[src/rtl/decode_pkg.sv]
// Shared definitions for the decode stage: RV32I opcodes, op-class enum and queue depth default.
package decode_pkg;

  localparam int DERINLIK_VARSAYILAN = 2;

  localparam logic [6:0] OP_ALU_R  = 7'b0110011;
  localparam logic [6:0] OP_ALU_I  = 7'b0010011;
  localparam logic [6:0] OP_LOAD   = 7'b0000011;
  localparam logic [6:0] OP_STORE  = 7'b0100011;
  localparam logic [6:0] OP_BRANCH = 7'b1100011;
  localparam logic [6:0] OP_JAL    = 7'b1101111;
  localparam logic [6:0] OP_JALR   = 7'b1100111;
  localparam logic [6:0] OP_LUI    = 7'b0110111;
  localparam logic [6:0] OP_AUIPC  = 7'b0010111;
  localparam logic [6:0] OP_FENCE  = 7'b0001111;
  localparam logic [6:0] OP_SYSTEM = 7'b1110011;

  typedef enum logic [3:0] {
    SINIF_ALU_R   = 4'd0,
    SINIF_ALU_I   = 4'd1,
    SINIF_LOAD    = 4'd2,
    SINIF_STORE   = 4'd3,
    SINIF_BRANCH  = 4'd4,
    SINIF_JAL     = 4'd5,
    SINIF_JALR    = 4'd6,
    SINIF_LUI     = 4'd7,
    SINIF_AUIPC   = 4'd8,
    SINIF_FENCE   = 4'd9,
    SINIF_SYSTEM  = 4'd10,
    SINIF_ILLEGAL = 4'd11
  } sinif_t;

endpackage

[src/rtl/decode_fields.sv]
// Combinational RV32I field decoder: instruction word -> op class, register fields, funct bits, immediate.
module decode_fields
  import decode_pkg::*;
(
  input  logic [31:0] buyruk,
  output logic [3:0]  sinif,
  output logic [4:0]  rd,
  output logic [4:0]  rs1,
  output logic [4:0]  rs2,
  output logic [2:0]  f3,
  output logic        f7b5,
  output logic [31:0] anlik,
  output logic        yasadisi
);

  logic [31:0] imm_i_s, imm_s_s, imm_b_s, imm_u_s, imm_j_s;
  sinif_t      sinif_s;

  assign imm_i_s = {{20{buyruk[31]}}, buyruk[31:20]};
  assign imm_s_s = {{20{buyruk[31]}}, buyruk[31:25], buyruk[11:7]};
  assign imm_b_s = {{19{buyruk[31]}}, buyruk[31], buyruk[7], buyruk[30:25], buyruk[11:8], 1'b0};
  assign imm_u_s = {buyruk[31:12], 12'd0};
  assign imm_j_s = {{11{buyruk[31]}}, buyruk[31], buyruk[19:12], buyruk[20], buyruk[30:21], 1'b0};

  // Opcode classification and immediate format selection; compressed encodings are rejected outright.
  always_comb begin
    sinif_s  = SINIF_ILLEGAL;
    anlik    = 32'd0;
    yasadisi = 1'b1;
    if (buyruk[1:0] == 2'b11) begin
      yasadisi = 1'b0;
      case (buyruk[6:0])
        OP_ALU_R:  sinif_s = SINIF_ALU_R;
        OP_ALU_I:  begin sinif_s = SINIF_ALU_I;  anlik = imm_i_s; end
        OP_LOAD:   begin sinif_s = SINIF_LOAD;   anlik = imm_i_s; end
        OP_STORE:  begin sinif_s = SINIF_STORE;  anlik = imm_s_s; end
        OP_BRANCH: begin sinif_s = SINIF_BRANCH; anlik = imm_b_s; end
        OP_JAL:    begin sinif_s = SINIF_JAL;    anlik = imm_j_s; end
        OP_JALR:   begin sinif_s = SINIF_JALR;   anlik = imm_i_s; end
        OP_LUI:    begin sinif_s = SINIF_LUI;    anlik = imm_u_s; end
        OP_AUIPC:  begin sinif_s = SINIF_AUIPC;  anlik = imm_u_s; end
        OP_FENCE:  begin sinif_s = SINIF_FENCE;  anlik = imm_i_s; end
        OP_SYSTEM: begin sinif_s = SINIF_SYSTEM; anlik = imm_i_s; end
        default: begin
          sinif_s  = SINIF_ILLEGAL;
          anlik    = 32'd0;
          yasadisi = 1'b1;
        end
      endcase
    end else begin
      sinif_s  = SINIF_ILLEGAL;
      anlik    = 32'd0;
      yasadisi = 1'b1;
    end
  end

  assign sinif = sinif_s;
  assign rd    = buyruk[11:7];
  assign rs1   = buyruk[19:15];
  assign rs2   = buyruk[24:20];
  assign f3    = yasadisi ? 3'd0 : buyruk[14:12];
  assign f7b5  = yasadisi ? 1'b0 : buyruk[30];

endmodule

[src/rtl/decode_step.sv]
// Decode stage: small instruction queue from fetch, one registered decoded instruction per cycle to execute.
module decode_step
  import decode_pkg::*;
#(
  parameter int DERINLIK = DERINLIK_VARSAYILAN,
  parameter int PS_W     = 32
) (
  input  logic            clk_i,
  input  logic            rst_i,
  input  logic [31:0]     getir_buyruk_i,
  input  logic            getir_buyruk_gecerli_i,
  input  logic [PS_W-1:0] getir_ps_i,
  output logic            coz_bos_o,
  input  logic            bosalt_i,
  input  logic            yurut_hazir_i,
  output logic            yurut_gecerli_o,
  output logic [PS_W-1:0] yurut_ps_o,
  output logic [3:0]      yurut_sinif_o,
  output logic [4:0]      yurut_rd_o,
  output logic [4:0]      yurut_rs1_o,
  output logic [4:0]      yurut_rs2_o,
  output logic [2:0]      yurut_f3_o,
  output logic            yurut_f7b5_o,
  output logic [31:0]     yurut_anlik_o,
  output logic            yurut_yasadisi_o
);

  localparam int AW = $clog2(DERINLIK);
  localparam logic [AW:0] DERINLIK_C = (AW+1)'(DERINLIK);

  logic [31:0]     buyruk_mem_r [DERINLIK];
  logic [PS_W-1:0] ps_mem_r     [DERINLIK];
  logic [AW-1:0]   wr_ptr_r, rd_ptr_r;
  logic [AW:0]     count_r;

  logic push_s, pop_s, yukle_s, dolu_degil_s;
  logic [3:0]  d_sinif_s;
  logic [4:0]  d_rd_s, d_rs1_s, d_rs2_s;
  logic [2:0]  d_f3_s;
  logic        d_f7b5_s, d_yasadisi_s;
  logic [31:0] d_anlik_s;

  logic            gecerli_r, f7b5_r, yasadisi_r;
  logic [PS_W-1:0] ps_r;
  logic [3:0]      sinif_r;
  logic [4:0]      rd_r, rs1_r, rs2_r;
  logic [2:0]      f3_r;
  logic [31:0]     anlik_r;

  assign coz_bos_o    = (count_r < DERINLIK_C);
  assign dolu_degil_s = (count_r != '0);
  assign yukle_s      = ~gecerli_r | yurut_hazir_i;
  // Flush suppresses both queue operations so a same-cycle fetch word is lost on purpose.
  assign push_s       = getir_buyruk_gecerli_i & coz_bos_o & ~bosalt_i;
  assign pop_s        = yukle_s & dolu_degil_s & ~bosalt_i;

  decode_fields u_fields (
    .buyruk   (buyruk_mem_r[rd_ptr_r]),
    .sinif    (d_sinif_s),
    .rd       (d_rd_s),
    .rs1      (d_rs1_s),
    .rs2      (d_rs2_s),
    .f3       (d_f3_s),
    .f7b5     (d_f7b5_s),
    .anlik    (d_anlik_s),
    .yasadisi (d_yasadisi_s)
  );

  // Queue storage; contents are don't-care until counted in.
  always_ff @(posedge clk_i) begin
    if (push_s) begin
      buyruk_mem_r[wr_ptr_r] <= getir_buyruk_i;
      ps_mem_r[wr_ptr_r]     <= getir_ps_i;
    end
  end

  // Queue pointers and occupancy.
  always_ff @(posedge clk_i or posedge rst_i) begin
    if (rst_i) begin
      wr_ptr_r <= '0;
      rd_ptr_r <= '0;
      count_r  <= '0;
    end else if (bosalt_i) begin
      wr_ptr_r <= '0;
      rd_ptr_r <= '0;
      count_r  <= '0;
    end else begin
      if (push_s) wr_ptr_r <= wr_ptr_r + AW'(1);
      if (pop_s)  rd_ptr_r <= rd_ptr_r + AW'(1);
      case ({push_s, pop_s})
        2'b10:   count_r <= count_r + (AW+1)'(1);
        2'b01:   count_r <= count_r - (AW+1)'(1);
        default: count_r <= count_r;
      endcase
    end
  end

  // Output register toward execute: loads from the queue head whenever the current output is free or taken.
  always_ff @(posedge clk_i or posedge rst_i) begin
    if (rst_i) begin
      gecerli_r  <= 1'b0;
      ps_r       <= '0;
      sinif_r    <= 4'd0;
      rd_r       <= 5'd0;
      rs1_r      <= 5'd0;
      rs2_r      <= 5'd0;
      f3_r       <= 3'd0;
      f7b5_r     <= 1'b0;
      anlik_r    <= 32'd0;
      yasadisi_r <= 1'b0;
    end else if (bosalt_i) begin
      gecerli_r <= 1'b0;
    end else if (yukle_s) begin
      if (dolu_degil_s) begin
        gecerli_r  <= 1'b1;
        ps_r       <= ps_mem_r[rd_ptr_r];
        sinif_r    <= d_sinif_s;
        rd_r       <= d_rd_s;
        rs1_r      <= d_rs1_s;
        rs2_r      <= d_rs2_s;
        f3_r       <= d_f3_s;
        f7b5_r     <= d_f7b5_s;
        anlik_r    <= d_anlik_s;
        yasadisi_r <= d_yasadisi_s;
      end else begin
        gecerli_r <= 1'b0;
      end
    end
  end

  assign yurut_gecerli_o  = gecerli_r;
  assign yurut_ps_o       = ps_r;
  assign yurut_sinif_o    = sinif_r;
  assign yurut_rd_o       = rd_r;
  assign yurut_rs1_o      = rs1_r;
  assign yurut_rs2_o      = rs2_r;
  assign yurut_f3_o       = f3_r;
  assign yurut_f7b5_o     = f7b5_r;
  assign yurut_anlik_o    = anlik_r;
  assign yurut_yasadisi_o = yasadisi_r;

endmodule
[config.mk]
export PLATFORM = sky130hd
export DESIGN_NAME = decode_step
export DESIGN_NICKNAME = d
export VERILOG_FILES = /design/src/rtl/decode_pkg.sv /design/src/rtl/decode_fields.sv /design/src/rtl/decode_step.sv
export SDC_FILE = /design/constraint.sdc
export NUM_CORES = 1
export LEC_CHECK = 0
export ABC_AREA = 1
export CAP_MARGIN = 5
export CORE_ASPECT_RATIO = 1.75
export CORE_MARGIN = 1.5
export CORE_UTILIZATION = 57
export CTS_CLUSTER_DIAMETER = 60
export CTS_CLUSTER_SIZE = 40
export DETAILED_ROUTE_END_ITERATION = 7
export PLACE_DENSITY = 0.85
export SLEW_MARGIN = 20
export SYNTH_ARGS = -nofsm -noshare
export SYNTH_HDL_FRONTEND = slang
export SYNTH_SLANG_ARGS = --single-unit
[constraint.sdc]
create_clock -name clk_i -period 9 [get_ports clk_i]
set_clock_uncertainty 0.05 [all_clocks]
set_input_delay 0.9 -clock clk_i [delete_from_list [all_inputs] [get_ports clk_i]]
set_output_delay 0.9 -clock clk_i [all_outputs]
set_load 0.02 [all_outputs]
==> flow_summary.yaml, run 1 <==
outcome:
  outcome: "completed"
clocking:
  postCtsSetupRepairBufs: 0
  cts_sinks: 221
  clkLatencyLatePin_ps: 470
  path_clk_slew_ps: 120
  cts_resized: 0
  cts_inserted_buffers: 11
  clock_path_buffers: 3
  cts_hold_buf: 0
  cts_tree: "yes"
  htreeDepth: 1
  cts_root_buffer: "clkbuf_16"
layout:
  area_delta_synth_final_pct: 22.0
  mostFrequentLayoutCells: "nand2_1 (332), clkdlybuf4s50_1 (158), edfxtp_1 (128)"
  finish.utilization_pct: 70.6
  final_common_cell: "nand2_1"
  drive_above_1_share_pct: 8.61
  final_area_sq_um: 11100
  nNetsFinal: 1064
  seqCellArea_sq_um: 6170
  diodes: 0
  multi_input_area_sq_um: 2630
  num-fill-cells: 1088
die:
  dieHeight_um: 170
  io_pins: 159
  row_count: 61
  dieWidth_um: 98.5
  coreArea_sq_um: 15700
  start_util_pct: 57.9
  die_area_sq_um: 16800
place:
  io_buffers: 158
  place_ws_ps: 4900
  dp_hpwl_mm: 13.7
  placed_area_sq_um: 10800
  place.gp.congestion: 0.893
route:
  routedWlPerCell_um: 16.3
  first_iter_violations: 365
  routed_wirelength_mm: 19.4
  dr.pass1.iters: 5
  ant_nets: 0
  vias: 6399
  drc: 0
  drt-vias-per-instance: 5.39
logic_synthesis:
  ys_seq_area_share_pct: 67.8
  synth_seq_cells: 221
  yosysWarnings: 0
  synth.distinct_cells: 32
  synth_nets: 924
  syn_area_sq_um: 9100
  syn_inst: 855
  synthesis.area_per_instance_sq_um: 10.6
setup_path:
  critPathTopFamily: "flip-flops"
  cp_slowest_cell: "dfrtp_2"
  crit_type: "reg -> reg"
  cp.buffers_inverters: 2
  path_cells: "buf_4 -> inv_6 -> nand2_1 -> nand2_1 -> nand3_1 -> nor2_4 -> o21ai_2 -> nand3_2 -> nand2_1 -> nand2_1"
  max_stage_delay_ps: 890
  critPathMaxFanout: 70
  critPathCaptureType: "flop"
  critical-path-top-cell-by-count: "nand2_1"
  arrival_ps: 3570
  start_kind: "flop"
  cp.required_ps: 9320
worst_hold_path:
  hp-class: "reg -> reg"
global_routing:
  antenna_found_initial: 0
  grt_pass1_vias: 6291
  grt_pass1_wl_mm: 31.1
  grt_overflow: 0
  grt_usage_pct: 23.4
  grt_max_degree: 73
pwr:
  finalPower_mw: 3.12
  power_density_nw_per_um2: 281
  p_leak_nw: 4.91
  ir_worst_vdd_v: 0.000236
sta:
  drv_slew: 0
  max-slew-margin-rel_pct: 45.8
  finalHoldViolCount: 0
  fin_setup_tns_ps: 0
  fin_ws_ps: 5750
  min_period_ps: 3250
  min_period_over_period_pct: 36.1
  worstMarginPinSlew_ps: 810
  fmax_mhz: 308
  setup_violations: 0
  rsz0062_at_grt: "no"
run:
  cap_violations: 0
[final timing paths]
kind	to	start	slack [ps]	depth (start not counted)
setup / recovery	yurut_anlik_o[26]	rd_ptr_r	5750	10
min in group asynchronous	yurut_anlik_o[16]	rst_i	740	2
hold reg to reg	yurut_rd_o[1]	yurut_rd_o[1]	430	2
setup reg to reg	yurut_anlik_o[26]	rd_ptr_r	5750	10
max in group asynchronous	yurut_sinif_o[3]	rst_i	7050	3
hold / removal	yurut_rd_o[1]	yurut_rd_o[1]	430	2
[worst reg2reg max path, stage by stage (launching register included)]
cell and delay [ps]:
dfrtp_2 890, buf_4 480, inv_6 270, nand2_1 160, nand2_1 130, nand3_1 220
nor2_4 90, o21ai_2 580, nand3_2 140, nand2_1 110, nand2_1 80
[metrics by stage]
stage | hold WS [ps] | std cells
6_report | 433 | 1188
5_1_grt | 464 | 1188
4_1_cts | 438 | 1188
3_5_place_dp | 416 | 1171
3_3_place_gp | 414 | 1171
2_1_floorplan | 453 | 855
[sequential cells by signal (all words and copies together) (netlist names), 2 cells and up]
register	flops
yurut_rs1_o	5
yurut_anlik_o	32
yurut_f3_o	3
yurut_rs2_o	5
yurut_rd_o	5
count_r	2
ps_mem_r	64
yurut_ps_o	32
buyruk_mem_r	64
yurut_sinif_o	4
[synthesized netlist by cell type]
| library cell | count | area share (%) |
|---|---|---|
| o21a_1 | 1 | 0.082 |
| buf_1 | 7 | 0.29 |
| inv_1 | 29 | 1.2 |
| nand2_4 | 8 | 0.99 |
| clkinv_1 | 1 | 0.041 |
| edfxtp_1 | 128 | 42 |
| nor2_8 | 1 | 0.22 |
| inv_6 | 1 | 0.096 |
| nand3_2 | 14 | 1.5 |
| nor2_1 | 86 | 3.5 |
| nand2_8 | 1 | 0.22 |
| nand3_1 | 36 | 2.0 |
| a21oi_1 | 3 | 0.16 |
| o221ai_1 | 1 | 0.096 |
| or2_2 | 1 | 0.069 |
| o31ai_1 | 32 | 2.6 |
| o21ai_0 | 8 | 0.44 |
| buf_6 | 4 | 0.49 |
| dfrtp_1 | 93 | 26 |
| buf_4 | 1 | 0.082 |
| inv_2 | 1 | 0.041 |
| a21boi_1 | 1 | 0.082 |
| nand2_2 | 23 | 1.6 |
| nand3b_1 | 1 | 0.082 |
| nor2_2 | 8 | 0.55 |
| buf_2 | 10 | 0.55 |
| nand2_1 | 333 | 14 |
| nor2_4 | 2 | 0.25 |
| buf_8 | 2 | 0.33 |
| o21bai_1 | 1 | 0.082 |
| o21ai_1 | 5 | 0.27 |
| clkbuf_1 | 12 | 0.49 |
[where the power goes]
group / leakage [nW] / internal, mW / total (mW) / switching [mW]
registers: 2.37 / 1.28 / 1.42 / 0.136
clock network: 0.155 / 0.235 / 0.535 / 0.301
logic: 2.39 / 0.434 / 1.16 / 0.730
[cell type report]
type | count | area share [%]
Clock buffer | 14 | 2.58
Clock inverter | 3 | 0.304
Inverter | 32 | 1.15
Multi-Input combinational cell | 566 | 23.7
Sequential cell | 221 | 55.6
Tap cell | 189 | 2.13
Timing Repair Buffer | 163 | 14.6
[cells by family (layout without fill, tap and decap cells)]
family	Yosys count	after routing	synth area share, %
and+or+nand+nor	514	514	24.7
DFF	221	221	67.8
buffers and inverters	68	212	3.61
AOI/OAI and AO/OA	52	52	3.86
[layer usage]
layer	up-vias	GRT usage [%]	part of all wire (%)
li1	3070	-	-
met1	3043	26.0	35
met2	229	43.6	55
met5	-	0	0
met3	57	3.57	5.2
met4	0	10.5	4.3
(Power assumes the default switching activity.)
==> inputs of run 2 (changes only) <==
--- a/config.mk
+++ b/config.mk
@@ -9,11 +9,11 @@
 export CAP_MARGIN = 5
 export CORE_ASPECT_RATIO = 1.75
 export CORE_MARGIN = 1.5
-export CORE_UTILIZATION = 57
+export CORE_UTILIZATION = 48
 export CTS_CLUSTER_DIAMETER = 60
 export CTS_CLUSTER_SIZE = 40
 export DETAILED_ROUTE_END_ITERATION = 7
-export PLACE_DENSITY = 0.85
+export PLACE_DENSITY = 0.77
 export SLEW_MARGIN = 20
 export SYNTH_ARGS = -nofsm -noshare
 export SYNTH_HDL_FRONTEND = slang
==> constraint.sdc (replaced) <==
create_clock -name clk_i -period 2.81 [get_ports clk_i]
set_clock_uncertainty 0.05 [all_clocks]
set_input_delay 0.281 -clock clk_i [delete_from_list [all_inputs] [get_ports clk_i]]
set_output_delay 0.281 -clock clk_i [all_outputs]
set_load 0.02 [all_outputs]
==> run 2 against run 1 <==
- sequential share of layout area down 1.0 points
- clock-buffer cell count is 2 lower
- global-route usage down 3.2 points
- combinational power rose to 3.3 times the previous value
- power increased to 3.3 times the previous value
==> flow_summary.yaml, run 2 (synthesis gave the netlist of run 1 again) <==
setup_path:
  arrival_ps: 2670
  rrSetupSlack_ps: 500
  start_kind: "flop"
  critPathCaptureType: "flop"
  critPathMaxFanout: 46
  crit_type: "reg -> reg"
  reg2reg_from: "rd_ptr_r"
  r2r_cells: 8
  cp.required_ps: 3170
  r2r-end: "yurut_anlik_o[13]"
sta:
  rsz0062_at_grt: "no"
  setup_violations: 0
  fmax_mhz: 433
  finalHoldViolCount: 0
  drv_slew: 0
  max-slew-margin-rel_pct: 52.8
  min_period_ps: 2310
  worstMarginPinSlew_ps: 708
  min_period_over_period_pct: 82.2
layout:
  drive_above_1_share_pct: 9.62
  area_delta_synth_final_pct: 24.3
  reg_top3: "buyruk_mem_r (64), ps_mem_r (64)"
  mostFrequentLayoutCells: "nand2_1 (332), clkdlybuf4s50_1 (158), edfxtp_1 (128)"
  nNetsFinal: 1073
  num-fill-cells: 1477
  finish.utilization_pct: 60.9
  final_common_cell: "nand2_1"
die:
  dieHeight_um: 185
  coreArea_sq_um: 18600
  io_pins: 159
  start_util_pct: 49.0
  row_count: 66
  die_area_sq_um: 19800
  dieWidth_um: 107
route:
  first_iter_violations: 419
  vias: 6340
  routedWlPerCell_um: 15.7
  routed_wirelength_mm: 19.6
  drc: 0
  ant_nets: 0
  dr.pass1.iters: 5
  drt-vias-per-instance: 5.08
run:
  cap_violations: 0
clocking:
  cts_hold_buf: 0
  postCtsSetupRepairBufs: 0
  cts_resized: 0
  path_clk_slew_ps: 120
  clock_path_buffers: 3
  htreeDepth: 1
  cts_tree: "yes"
  cts_inserted_buffers: 11
  clkLatencyLatePin_ps: 470
  cts_sinks: 221
  cts_root_buffer: "clkbuf_16"
worst_hold_path:
  hp-class: "in -> async"
global_routing:
  grt_pass1_vias: 6227
  antenna_found_initial: 0
  grt_overflow: 0
  grt_usage_pct: 20.2
  grt_pass1_wl_mm: 31.3
  grt_max_degree: 49
pwr:
  finalPower_mw: 10.2
  p_leak_nw: 4.98
  power_density_nw_per_um2: 897
  ir_worst_vdd_v: 0.000587
outcome:
  outcome: "completed"
place:
  place.gp.congestion: 0.899
  io_buffers: 158
  dp_hpwl_mm: 13.9
==> run 2: cell count changes in the layout (fill, tap and decap cells not counted), sizes merged <==
| cell | delta |
|---|---|
| buf | +9 |
| clkinv | +5 |
| inv | -3 |
| clkbuf | -2 |
| diode | +1 |
==> run 2: metrics by stage <==
stage / hold WS, ps / TNS (ps) / area [sq um] / cells / setup slack (ps)
after floorplan: 297 / -9930 / 9110 / 855 / -84.4
after global placement: 412 / 0 / 10900 / 1229 / 268
after detailed placement: 414 / 0 / 10900 / 1229 / 212
after CTS: 57.7 / 0 / 11300 / 1246 / 189
after global routing: 59.6 / 0 / 11300 / 1246 / 306
final: 58.1 / 0 / 11300 / 1247 / 500
==> run 2: worst max-delay path by stage <==
stage               startpoint            endpoint  slack, ps  cells after the start
floorplan           count_r[1]  buyruk_mem_r[0][0]        -80                      3
global placement      rd_ptr_r   yurut_anlik_o[20]        270                      9
detailed placement    rd_ptr_r   yurut_anlik_o[20]        210                      9
CTS                   rd_ptr_r   yurut_anlik_o[20]        190                      9
global route          rd_ptr_r   yurut_anlik_o[20]        310                      8
finish                rd_ptr_r   yurut_anlik_o[13]        500                      8
==> run 2: final cells by class <==
type / count / area [sq um] / area share [%]
Sequential cell: 221 / 6170 / 54.5
Multi-Input combinational cell: 566 / 2630 / 23.2
Timing Repair Buffer: 172 / 1710 / 15.1
Tap cell: 238 / 298 / 2.63
Clock buffer: 12 / 289 / 2.55
Inverter: 32 / 128 / 1.13
Clock inverter: 5 / 87.6 / 0.774
Antenna cell: 1 / 2.50 / 0.0221
==> run 2: layer usage <==
layer | GRT usage [%] | vias to the layer above | share of wire (%)
li1 | - | 3091 | -
met1 | 22.0 | 3003 | 36
met2 | 37.9 | 202 | 55
met3 | 3.55 | 44 | 5.8
met4 | 8.27 | 0 | 3.8
met5 | 0 | - | 0
==> run 2: power by group <==
group | total [mW] | switching [mW] | internal (mW)
registers | 4.46 | 0.362 | 4.10
clock network | 1.84 | 1.04 | 0.805
logic | 3.85 | 2.40 | 1.44
total | 10.2 | 3.81 | 6.34
==> run 2: critical path, cell delays in order, from the launching register on <==
cell,delay (ps)
dfrtp_2,550
inv_6,240
buf_4,480
nand2_1,90
nand2_1,220
nand2_1,260
nand3_1,160
nand2_1,60
nand2_1,70
==> inputs of run 3 (changes only) <==
==> constraint.sdc (replaced) <==
create_clock -name clk_i -period 2.1 [get_ports clk_i]
set_clock_uncertainty 0.05 [all_clocks]
set_input_delay 0.21 -clock clk_i [delete_from_list [all_inputs] [get_ports clk_i]]
set_output_delay 0.21 -clock clk_i [all_outputs]
set_load 0.02 [all_outputs]
==> run 3 against run 2 <==
- final cell count up 0.72%
- global-route usage up 0.88 points
- worst hold slack better by 27 ps
- sequential power up 33%
- register-to-register slack worse by 440 ps
- via count up 0.52%
- maximum frequency up 13%
- non-clock buffer count up 9
==> flow_summary.yaml, run 3 (synthesis gave the netlist of run 1 again) <==
pwr:
  finalPower_mw: 13.7
  ir_worst_vdd_v: 0.00113
  power_density_nw_per_um2: 1200
  power_frac_seq_pct: 43.4
  pwr-share-comb_pct: 39.1
  p_leak_nw: 5.04
  intPower_mw: 8.57
  p_clk_share_pct: 17.5
  switching_power_mw: 5.12
  switching_share_pct: 37.4
setup_path:
  arrival_ps: 2390
  start_kind: "flop"
  cp.required_ps: 2450
  critPathCaptureType: "flop"
  reg2reg_from: "rd_ptr_r"
  critPathMaxFanout: 20
  cp-startpoint: "rd_ptr_r"
  crit_type: "reg -> reg"
sta:
  max-slew-margin-rel_pct: 61.0
  min_period_ps: 2040
  worstMarginPinSlew_ps: 584
  fin_setup_tns_ps: 0
  finalHoldViolCount: 0
  drv_slew: 0
  rsz0062_at_grt: "no"
  setup_violations: 0
  fmax_mhz: 490
  min_period_over_period_pct: 97.1
global_routing:
  antenna_found_initial: 1
  grt_pass1_vias: 6347
  grt_max_degree: 66
  grt_usage_pct: 21.0
  grt_pass1_wl_mm: 32.4
  grt_overflow: 0
route:
  first_iter_violations: 368
  routed_wirelength_mm: 20.5
  drc: 0
  vias: 6373
  dr.pass1.iters: 5
  drt-vias-per-instance: 5.07
  ant_nets: 0
  routedWlPerCell_um: 16.4
clocking:
  cts_inserted_buffers: 11
  cts_hold_buf: 0
  clkLatencyLatePin_ps: 490
  htreeDepth: 1
  clock_path_buffers: 3
  cts_tree: "yes"
  cts_root_buffer: "clkbuf_16"
  cts_sinks: 221
  path_clk_slew_ps: 130
place:
  io_buffers: 158
  place.gp.congestion: 0.909
  dp_hpwl_mm: 14.8
  placed_cells: 1237
die:
  row_count: 66
  start_util_pct: 49.0
  coreArea_sq_um: 18600
  dieWidth_um: 107
  die_area_sq_um: 19800
  dieHeight_um: 185
  io_pins: 159
run:
  cap_violations: 0
outcome:
  outcome: "completed"
layout:
  mostFrequentLayoutCells: "nand2_1 (332), clkdlybuf4s50_1 (158), edfxtp_1 (128)"
  drive_above_1_share_pct: 10.5
  final_cell_count_no_fill: 1256
  nNetsFinal: 1082
  reg_top3: "buyruk_mem_r (64), ps_mem_r (64)"
  area_delta_synth_final_pct: 25.8
  finish.utilization_pct: 61.6
  final_common_cell: "nand2_1"
worst_hold_path:
  hp-class: "in -> async"
-- run 3: cell types whose count changed in the layout (fill, tap and decap cells not counted), moves of 2 or more --
cell,delta
clkinv_8,-2
buf_12,+7
nor2_1,-2
nor2_2,+2
-- run 3: critical path, cell delays in order (launching register included) --
cell and delay [ps]:
dfrtp_2 480, clkbuf_2 170, o21ai_1 240, nand3_1 250
nor2_1 210, nor2_2 60, nand2_4 90, nand2_4 180
nand3_1 130, nand2_1 50, nand2_1 60
-- run 3: final timing paths --
path	endpoint	slack, ps	cells past startpoint
worst max-delay path	yurut_anlik_o[11]	60	10
worst min-delay path	yurut_rs1_o[4]	80	2
worst max register to register	yurut_anlik_o[11]	60	10
worst min register to register	yurut_rd_o[2]	440	2
max in group asynchronous	rd_ptr_r	1370	3
min in group clk_i	buyruk_mem_r[1][19]	250	1
-- run 3: routing by layer --
metal	share of wire [%]	routed length [um]	GRT usage, %	vias up
met4	3.8	788	8.80	0
met5	0	0	0	-
met2	54	11200	39.7	181
met3	4.5	920	2.81	43
met1	37	7660	23.3	3046
li1	-	-	-	3103
-- run 3: timing repair --
action | in CTS | in global routing
endpoints found under the setup margin | 0 | 29
gates resized for setup | 0 | 2
hold endpoints to repair | 0 | 0
buffers inserted | 0 | 1
-- run 3: area by class of cell --
class,instances,area (sq um)
antenna,1,2.50
clock buffer,12,279
clock inverter,5,60.1
fill,1457,7130
inverter,32,129
multi-input combinational,566,2650
sequential,221,6170
tap,238,298
timing repair buffer,181,1860
-- run 3: power groups by stage --
stage	combinational (mW)	sequential, mW	clock [mW]
2_1_floorplan	2.49	6.65	0
3_3_place_gp	5.23	6.03	0
3_5_place_dp	5.36	6.04	0
4_1_cts	5.37	5.96	2.48
5_1_grt	5.84	6.04	2.61
6_report	5.35	5.95	2.40
-- run 3: stage by stage --
stage / area [sq um] / setup WS (ps) / hold slack, ps
floorplan: 9140 / 11.7 / 226
global placement: 11100 / 66.7 / 414
detailed placement: 11100 / 51.5 / 415
CTS: 11400 / 32.1 / 86.6
global route: 11400 / 0.665 / 109
finish: 11400 / 60.3 / 84.7
